===== src/rtl/bpsk_tx_scheduler.sv =====
// bpsk_tx_scheduler
//   Frames a byte stream for a BPSK modulator. Each frame is PRE_LEN copies of
//   PRE_BYTE followed by len payload bytes. Every bit is sent MSB first and is
//   held on mod_in for SPS clock cycles. A one-byte holding buffer in front of
//   the output shift register lets the next payload byte be fetched while the
//   current byte is still being sent.
//
// Parameters
//   SPS       samples (clock cycles) per bit, 2..255
//   PRE_BYTE  preamble byte pattern
//   PRE_LEN   number of preamble bytes, 1..15
//
// Ports
//   clk       clock; all state changes on the rising edge
//   rst_n     asynchronous active-low reset
//   start     single-cycle frame request, honoured only in IDLE with len != 0
//   len       payload byte count, sampled together with start
//   s_data    payload byte
//   s_valid   s_data is valid
//   s_ready   scheduler takes a byte this cycle
//   mod_en    modulator enable (same as busy)
//   mod_in    modulator bit (0 whenever mod_en is 0)
//   busy      frame in progress
//   done      one-cycle pulse when a frame completes normally
//   underrun  one-cycle pulse when a frame is aborted for lack of data
module bpsk_tx_scheduler #(
    parameter int         SPS      = 8,
    parameter logic [7:0] PRE_BYTE = 8'hAA,
    parameter int         PRE_LEN  = 2
) (
    input  logic       clk,
    input  logic       rst_n,
    input  logic       start,
    input  logic [7:0] len,
    input  logic [7:0] s_data,
    input  logic       s_valid,
    output logic       s_ready,
    output logic       mod_en,
    output logic       mod_in,
    output logic       busy,
    output logic       done,
    output logic       underrun
);

    typedef enum logic [1:0] {
        IDLE = 2'd0,
        PRE  = 2'd1,
        PAY  = 2'd2
    } state_t;

    localparam logic [7:0] SPS_M1 = 8'(SPS - 1);
    localparam logic [3:0] PRE_M1 = 4'(PRE_LEN - 1);

    state_t     state;
    logic [7:0] samp;       // sample index within the current bit
    logic [2:0] bitc;       // bit index within the current byte
    logic [3:0] pre_cnt;    // preamble byte index
    logic [7:0] sh;         // output shift register, MSB goes out first
    logic [7:0] hold;       // holding buffer
    logic       hold_full;
    logic [7:0] acc;        // payload bytes accepted into the buffer
    logic [7:0] sent;       // payload bytes loaded into the shift register
    logic [7:0] len_q;
    logic       done_q;
    logic       undr_q;

    logic       samp_end;
    logic       byte_end;
    logic       xfer;

    assign busy     = (state != IDLE);
    assign mod_en   = busy;
    assign mod_in   = busy & sh[7];
    assign done     = done_q;
    assign underrun = undr_q;

    // acc counts accepted bytes, so the buffer never asks for more than len.
    assign s_ready  = busy & ~hold_full & (acc < len_q);
    assign xfer     = s_valid & s_ready;
    assign samp_end = (samp == SPS_M1);
    assign byte_end = samp_end & (bitc == 3'd7);

    always_ff @(posedge clk or negedge rst_n) begin
        if (!rst_n) begin
            state     <= IDLE;
            samp      <= '0;
            bitc      <= '0;
            pre_cnt   <= '0;
            sh        <= '0;
            hold      <= '0;
            hold_full <= 1'b0;
            acc       <= '0;
            sent      <= '0;
            len_q     <= '0;
            done_q    <= 1'b0;
            undr_q    <= 1'b0;
        end else begin
            done_q <= 1'b0;
            undr_q <= 1'b0;
            case (state)
                IDLE: begin
                    if (start && (len != 8'd0)) begin
                        state     <= PRE;
                        len_q     <= len;
                        acc       <= '0;
                        sent      <= '0;
                        hold_full <= 1'b0;
                        samp      <= '0;
                        bitc      <= '0;
                        pre_cnt   <= '0;
                        sh        <= PRE_BYTE;
                    end
                end
                PRE, PAY: begin
                    if (samp_end) begin
                        samp <= '0;
                        bitc <= bitc + 3'd1;
                        sh   <= {sh[6:0], 1'b0};
                    end else begin
                        samp <= samp + 8'd1;
                    end

                    if (byte_end) begin
                        if ((state == PRE) && (pre_cnt != PRE_M1)) begin
                            pre_cnt <= pre_cnt + 4'd1;
                            sh      <= PRE_BYTE;
                        end else if ((state == PAY) && (sent == len_q)) begin
                            // last payload byte just finished
                            done_q <= 1'b1;
                            state  <= IDLE;
                        end else if (hold_full) begin
                            state     <= PAY;
                            sh        <= hold;
                            hold_full <= 1'b0;
                            sent      <= sent + 8'd1;
                        end else begin
                            // a payload byte is due but none is buffered
                            undr_q <= 1'b1;
                            state  <= IDLE;
                        end
                    end

                    // Placed after the load so a fill in the same cycle wins
                    // and the new byte ends up in the buffer.
                    if (xfer) begin
                        hold      <= s_data;
                        hold_full <= 1'b1;
                        acc       <= acc + 8'd1;
                    end
                end
                default: state <= IDLE;
            endcase
        end
    end

endmodule


===== config.mk =====
export PLATFORM = sky130hd
export DESIGN_NAME = bpsk_tx_scheduler
export DESIGN_NICKNAME = d
export VERILOG_FILES = /design/src/rtl/bpsk_tx_scheduler.sv
export SDC_FILE = /design/constraint.sdc
export NUM_CORES = 1
export LEC_CHECK = 0
export CAP_MARGIN = 20
export CORE_UTILIZATION = 52
export CTS_CLUSTER_DIAMETER = 50
export DETAILED_ROUTE_END_ITERATION = 6
export MAX_ROUTING_LAYER = met4
export PLACE_DENSITY = 0.75
export SYNTH_ARGS = -nofsm -noshare
export SYNTH_HDL_FRONTEND = slang
export SYNTH_SLANG_ARGS = --single-unit
export TNS_END_PERCENT = 100

===== constraint.sdc =====
create_clock -name clk -period 2.2 [get_ports clk]
set_clock_uncertainty 0.1 [all_clocks]
set_input_delay 0.44 -clock clk [delete_from_list [all_inputs] [get_ports clk]]
set_output_delay 0.44 -clock clk [all_outputs]
set_load 0.05 [all_outputs]

Word-level counts from Yosys, hierarchy flattened
Index checks and enable logic that the tools add are counted.
{"block": "totals", "ff_bits": 60, "latchBits": 0, "ram_bits": 0, "romBits": 0, "in_bits": 20, "memories": 0}
{"block": "classes", "add_sub_neg": 5, "mul": 0, "div_mod_pow": 0, "n_lt_le_gt_ge": 1, "eq_ne": 17, "n_shift": 0, "n_mux": 45, "bitwise": 6, "reduce_logical": 17}
{"cell": "$mux 8", "count": 13}
{"cell": "$pmux 8 s2", "count": 4}
{"cell": "$add 8x1->8 const B", "count": 3}
{"cell": "$ne 2x2->1 const B", "count": 8}
{"cell": "$mux 1", "count": 14}
{"cell": "$mux 4", "count": 3}
{"cell": "$mux 2", "count": 5}
{"cell": "$ne 3x3->1 const B", "count": 3}
{"cell": "$reduce_and 3->1", "count": 3}
{"cell": "$eq 8x3->1 const B", "count": 1}
{"cell": "$eq 8x8->1", "count": 1}
{"cell": "$lt 8x8->1", "count": 1}
{"cell": "$pmux 4 s2", "count": 1}
{"cell": "$reduce_bool 8->1", "count": 1}
{"cell": "$mux 3", "count": 2}
{"cell": "$pmux 3 s2", "count": 1}
{"cell": "$reduce_and 2->1", "count": 3}
{"cell": "$reduce_and 6->1", "count": 1}
{"cell": "$and 1x1->1", "count": 5}
{"cell": "$reduce_and 5->1", "count": 1}
{"cell": "$add 4x1->4 const B", "count": 1}
{"cell": "$ne 4x1->1 const B", "count": 1}
{"cell": "$pmux 2 s2", "count": 1}
{"cell": "$reduce_and 4->1", "count": 1}
{"cell": "10 further kinds", "count": 13}

Depth between registers and ports, before layout
{"block": "logic_depth", "depth_word": 7, "ltp_mapped": 9, "mapped_depth_nobuf": 7}

Worst setup path after synthesis
Ideal clock, no wire load.
{"block": "synth_path", "path_type": "reg-to-output", "startpoint": "register acc[2]", "endpoint": "output port s_ready", "arrival_ps": 1910, "required_time_ps": 1660, "path_slack_ps": -250, "path_stages_with_launch": 5, "path_cell_list": "dfrtp_1 > ha_1 > a211oi_1 > o21ai_0 > a21oi_1"}
{"block": "synth_between", "elab_chain_len": 2}
{"item": "start: declaration", "line": "61", "text": "logic [7:0] acc;"}
{"item": "start signal: assignment", "line": "148", "text": "acc <= acc + 8'd1;"}
{"item": "$lt 8x8->1", "line": "78", "text": "assign s_ready = busy & ~hold_full & (acc < len_q);"}
{"item": "$and 1x1->1", "line": "78"}
{"item": "end: declaration", "line": "37", "text": "output logic s_ready,"}
Every way passes these cells.

Worst setup path after layout
{"block": "layout_path", "startpoint": "register len_q[1]", "endpoint": "output port s_ready"}
{"block": "layout_between", "elab_chain_len": 2}
{"item": "start: declaration", "line": "63", "text": "logic [7:0] len_q;"}
{"item": "start signal: assignment", "line": "104", "text": "len_q <= len;"}
{"item": "$lt 8x8->1", "line": "78"}
{"item": "$and 1x1->1", "line": "78"}
Every way passes these cells.

==> summary.txt <==
STA
  • Fin crit period: 2.31 ns
  • Worst Hold Margin: -0.0234 ns
  • RSZ-0062 raised after global routing: true
  • Slew @ Worst Pin: 0.496 ns
  • Fmax: 432 MHz
  • Setup violators final: 10
  • Relative slew slack: 0.668
  • Slew Limit Fails: 0
  • Final hold violation count: 24
  • Fin crit share: 1.05
  • Setup ws final: -0.113 ns

Layout
  • Fin util: 0.730
  • Layout cells sized above 1: 0.293
  • Most frequent cells in the layout: dfrtp_1 (60), buf_4 (56), nand2_1 (45), inv_1 (21), clkdlybuf4s50_1 (20)
  • Inserted Diodes: 0
  • Final std cells w/o fill: 528
  • Reg area: 1500 um2
  • Fillers: 441
  • Multi-input gate area: 2020 um2
  • Final #Nets: 484
  • Most common cell after layout, fill and taps aside: dfrtp_1
  • Synth-to-layout area growth: 32.5%

Synthesis
  • Post-synth ARST share: 1.00
  • Seq/Total Area, Yosys: 0.422
  • Post-synth EDFFs: 0
  • Post-synth top area share: 0.422
  • Main area contributors after synthesis: dfrtp_1 (42%), ha_1 (6.3%), nand2_1 (4.9%), mux2i_1 (3.9%), inv_1 (2.7%)
  • Yosys cell types: 60
  • Syn_area_per_cell: 9.75 um2
  • Largest area contributor in the netlist: dfrtp_1
  • Mapped Nets: 403
  • Top_reg_cell synth: dfrtp_1
  • Syn Inst Count: 365
  • Area of the mapped netlist: 3560 um2
  • #FFs+latches synth: 60
  • Yosys warns: 0

Route
  • Via Count: 3182
  • DRC Markers: 0
  • Vias/cell: roughly 6
  • WL per Instance: 17.2 um
  • First-iteration detailed-routing DRC count: 279
  • Total wire length: 9.08 mm
  • DRT antenna net count: 0
  • First drt pass iteration count: 5

Place
  • HPWL Detailed: 6.26 mm
  • Pre-CTS setup slack: -0.264 ns
  • Placed cell count: 502
  • Routability congestion estimate: just under 0.9
  • I/O Buffers: 25

Pwr
  • Int Power: 2.01 mW
  • PwrDens: 590 nW/um2
  • Switch Pwr: 0.773 mW
  • Switching Fraction: 0.278
  • Clk network pwr share: 0.378
  • Leak Pwr: about 2.1 nW
  • Combinational share of power: 0.169
  • Final Total Pwr: 2.78 mW
  • Part of the power in registers: 0.453
  • Maximum VDD drop: 0.000440 V

GRT
  • Antenna violations before repair: 0
  • First-pass GRT wire length: roughly 15 mm
  • Maximum number of pins on one net before global-route repair: 61
  • Vias in the first global route: between 3000 and 4000
  • Total GRT Usage: 0.281
  • Grt ovf: 0

Setup path
  • CP cell instances: inv_1 -> ha_1 -> a211oi_2 -> o21ai_2 -> buf_4 -> a21oi_4 -> buf_12
  • Worst setup SP type: register
  • Slowest CP cell: dfrtp_1
  • Worst EP required: 1.66 ns
  • Worst-path maximum fanout: 2
  • Endpoint arrival time on the critical path: 1.77 ns
  • CP Capture Type: output pin
  • Crit Path Class: reg2out
  • Max incr delay on CP: 0.39 ns
  • Worst r2r path cells: 9

Outcome
  • Outcome: finished with violations
  • Failing checks: negative hold slack, negative setup slack

Floorplan
  • DIE WIDTH: 84.7 um
  • Row count: 29
  • Ports: 26
  • DIE AREA: 7180 um2
  • Starting Density: 0.551
  • Core ar.: 6460 um2
  • DIE HEIGHT: between 80 and 90 um

Job
  • Max_cap viols: 0

Clocking
  • CTS Buf Count: 9
  • Clock slew at reported path FFs: 0.07 ns
  • CTS H-Tree Depth: 3
  • Clk sink count: 60
  • Root buffer cell: clkbuf_8
  • Clk Latency, worst-skew pair: around 0.35 ns
  • Maximum root-to-sink buffer count: 2
  • CTS tree: yes

Hold path
  • Hold WC Path Type: in2async
layout make-up:
| class | count | share of cell area |
|---|---|---|
| well taps | 77 | 0.0204 |
| inverters | 26 | 0.0207 |
| clock inverters | 6 | 0.0151 |
| clock buffers | 10 | 0.0292 |
| multi-input cells | 263 | 0.429 |
| flip-flops and latches | 60 | 0.319 |
| repair buffers | 86 | 0.167 |
metal layers:
layer,up-vias,GRT usage,share of wire
li1,1485,-,-
met1,1548,0.376,0.44
met2,124,0.432,0.48
met3,25,0.0442,0.052
met4,0,0.106,0.025
met5,-,-,0
registers in the layout (all words and copies together), names as in the netlist:
register and flops:
state 2, pre_cnt 4, underrun 1, acc 8
done 1, samp 8, hold_full 1, bitc 3
sh 8, len_q 8, sent 8, hold 8
repair_timing:
action | CTS | global route
hold endpoints to repair | 0 | 0
hold buffers | 0 | 0
setup endpoints to repair | 17 | 45
setup buffers | 5 | 5
resized for setup | 13 | 21
pin swaps | 5 | 3
critical path: cells and delay by family, from the launching register on:
| kind | cells | cell delay (ns) |
|---|---|---|
| AO/OA/AOI/OAI | 3 | 0.45 |
| adder cells (fa/ha/maj) | 1 | 0.20 |
| flip-flops | 1 | 0.39 |
| buffers and inverters | 3 | 0.39 |
cell families (layout without fill, tap and decap cells):
kind of cell / Yosys count / after routing / share of synthesized area
XOR/XNOR: 14 / 14 / 0.0345
multiplexers: 22 / 22 / 0.0647
buffers and inverters: 42 / 128 / 0.0545
AND/OR/NAND/NOR: 125 / 125 / 0.187
AO/OA/AOI/OAI: 84 / 84 / 0.173
flip-flops: 60 / 60 / 0.422
adder cells (fa/ha/maj): 18 / 18 / 0.0633
stage by stage:
step                hold WS (ns)  cell area (um2)  TNS, ns
floorplan                 0.0444             3560   -0.180
global placement           0.366             4250    -3.93
detailed placement         0.368             4250    -7.17
CTS                      0.00462             4560  -0.0809
global route              0.0170             4710    -1.45
finish                   -0.0234             4710   -0.276
cells in the mapped netlist, types with 4 or more instances:
cell and number:
dfrtp_1 60, nand2_1 46, inv_1 26, o21ai_0 19, ha_1 18, mux2i_1 14
nand2b_1 13, nor2_1 13, o2111ai_1 11, xnor2_1 9, clkbuf_1 8, mux2_2 8
a21oi_1 7, nor3_1 7, nand3_1 6, nor4_1 6, o21ai_1 6, and3_1 5
nand4_1 5, xor2_1 5, a211oi_1 4, a22o_1 4, a31oi_1 4, buf_2 4
o22ai_1 4
path summary, 6_finish.rpt:
check,start,end,slack (ns)
setup / recovery,len_q[1],s_ready,-0.11
hold / removal,rst_n,acc[5],-0.02
setup reg to reg,len_q[1],hold[5],-0.04
hold reg to reg,bitc[0],bitc[0],0.38
max in group asynchronous,rst_n,sent[6],1.75
min in group clk,bitc[0],bitc[0],0.38
power by group through the flow:
stage / clock network, mW / registers (mW) / logic, mW
after global placement: 0 / 1.27 / 0.390
after detailed placement: 0 / 1.28 / 0.408
final: 1.05 / 1.26 / 0.470
after CTS: 1.06 / 1.26 / 0.452
after global routing: 1.11 / 1.27 / 0.516
after floorplan: 0 / 1.29 / 0.178
Power figures use the tool's default switching activity.
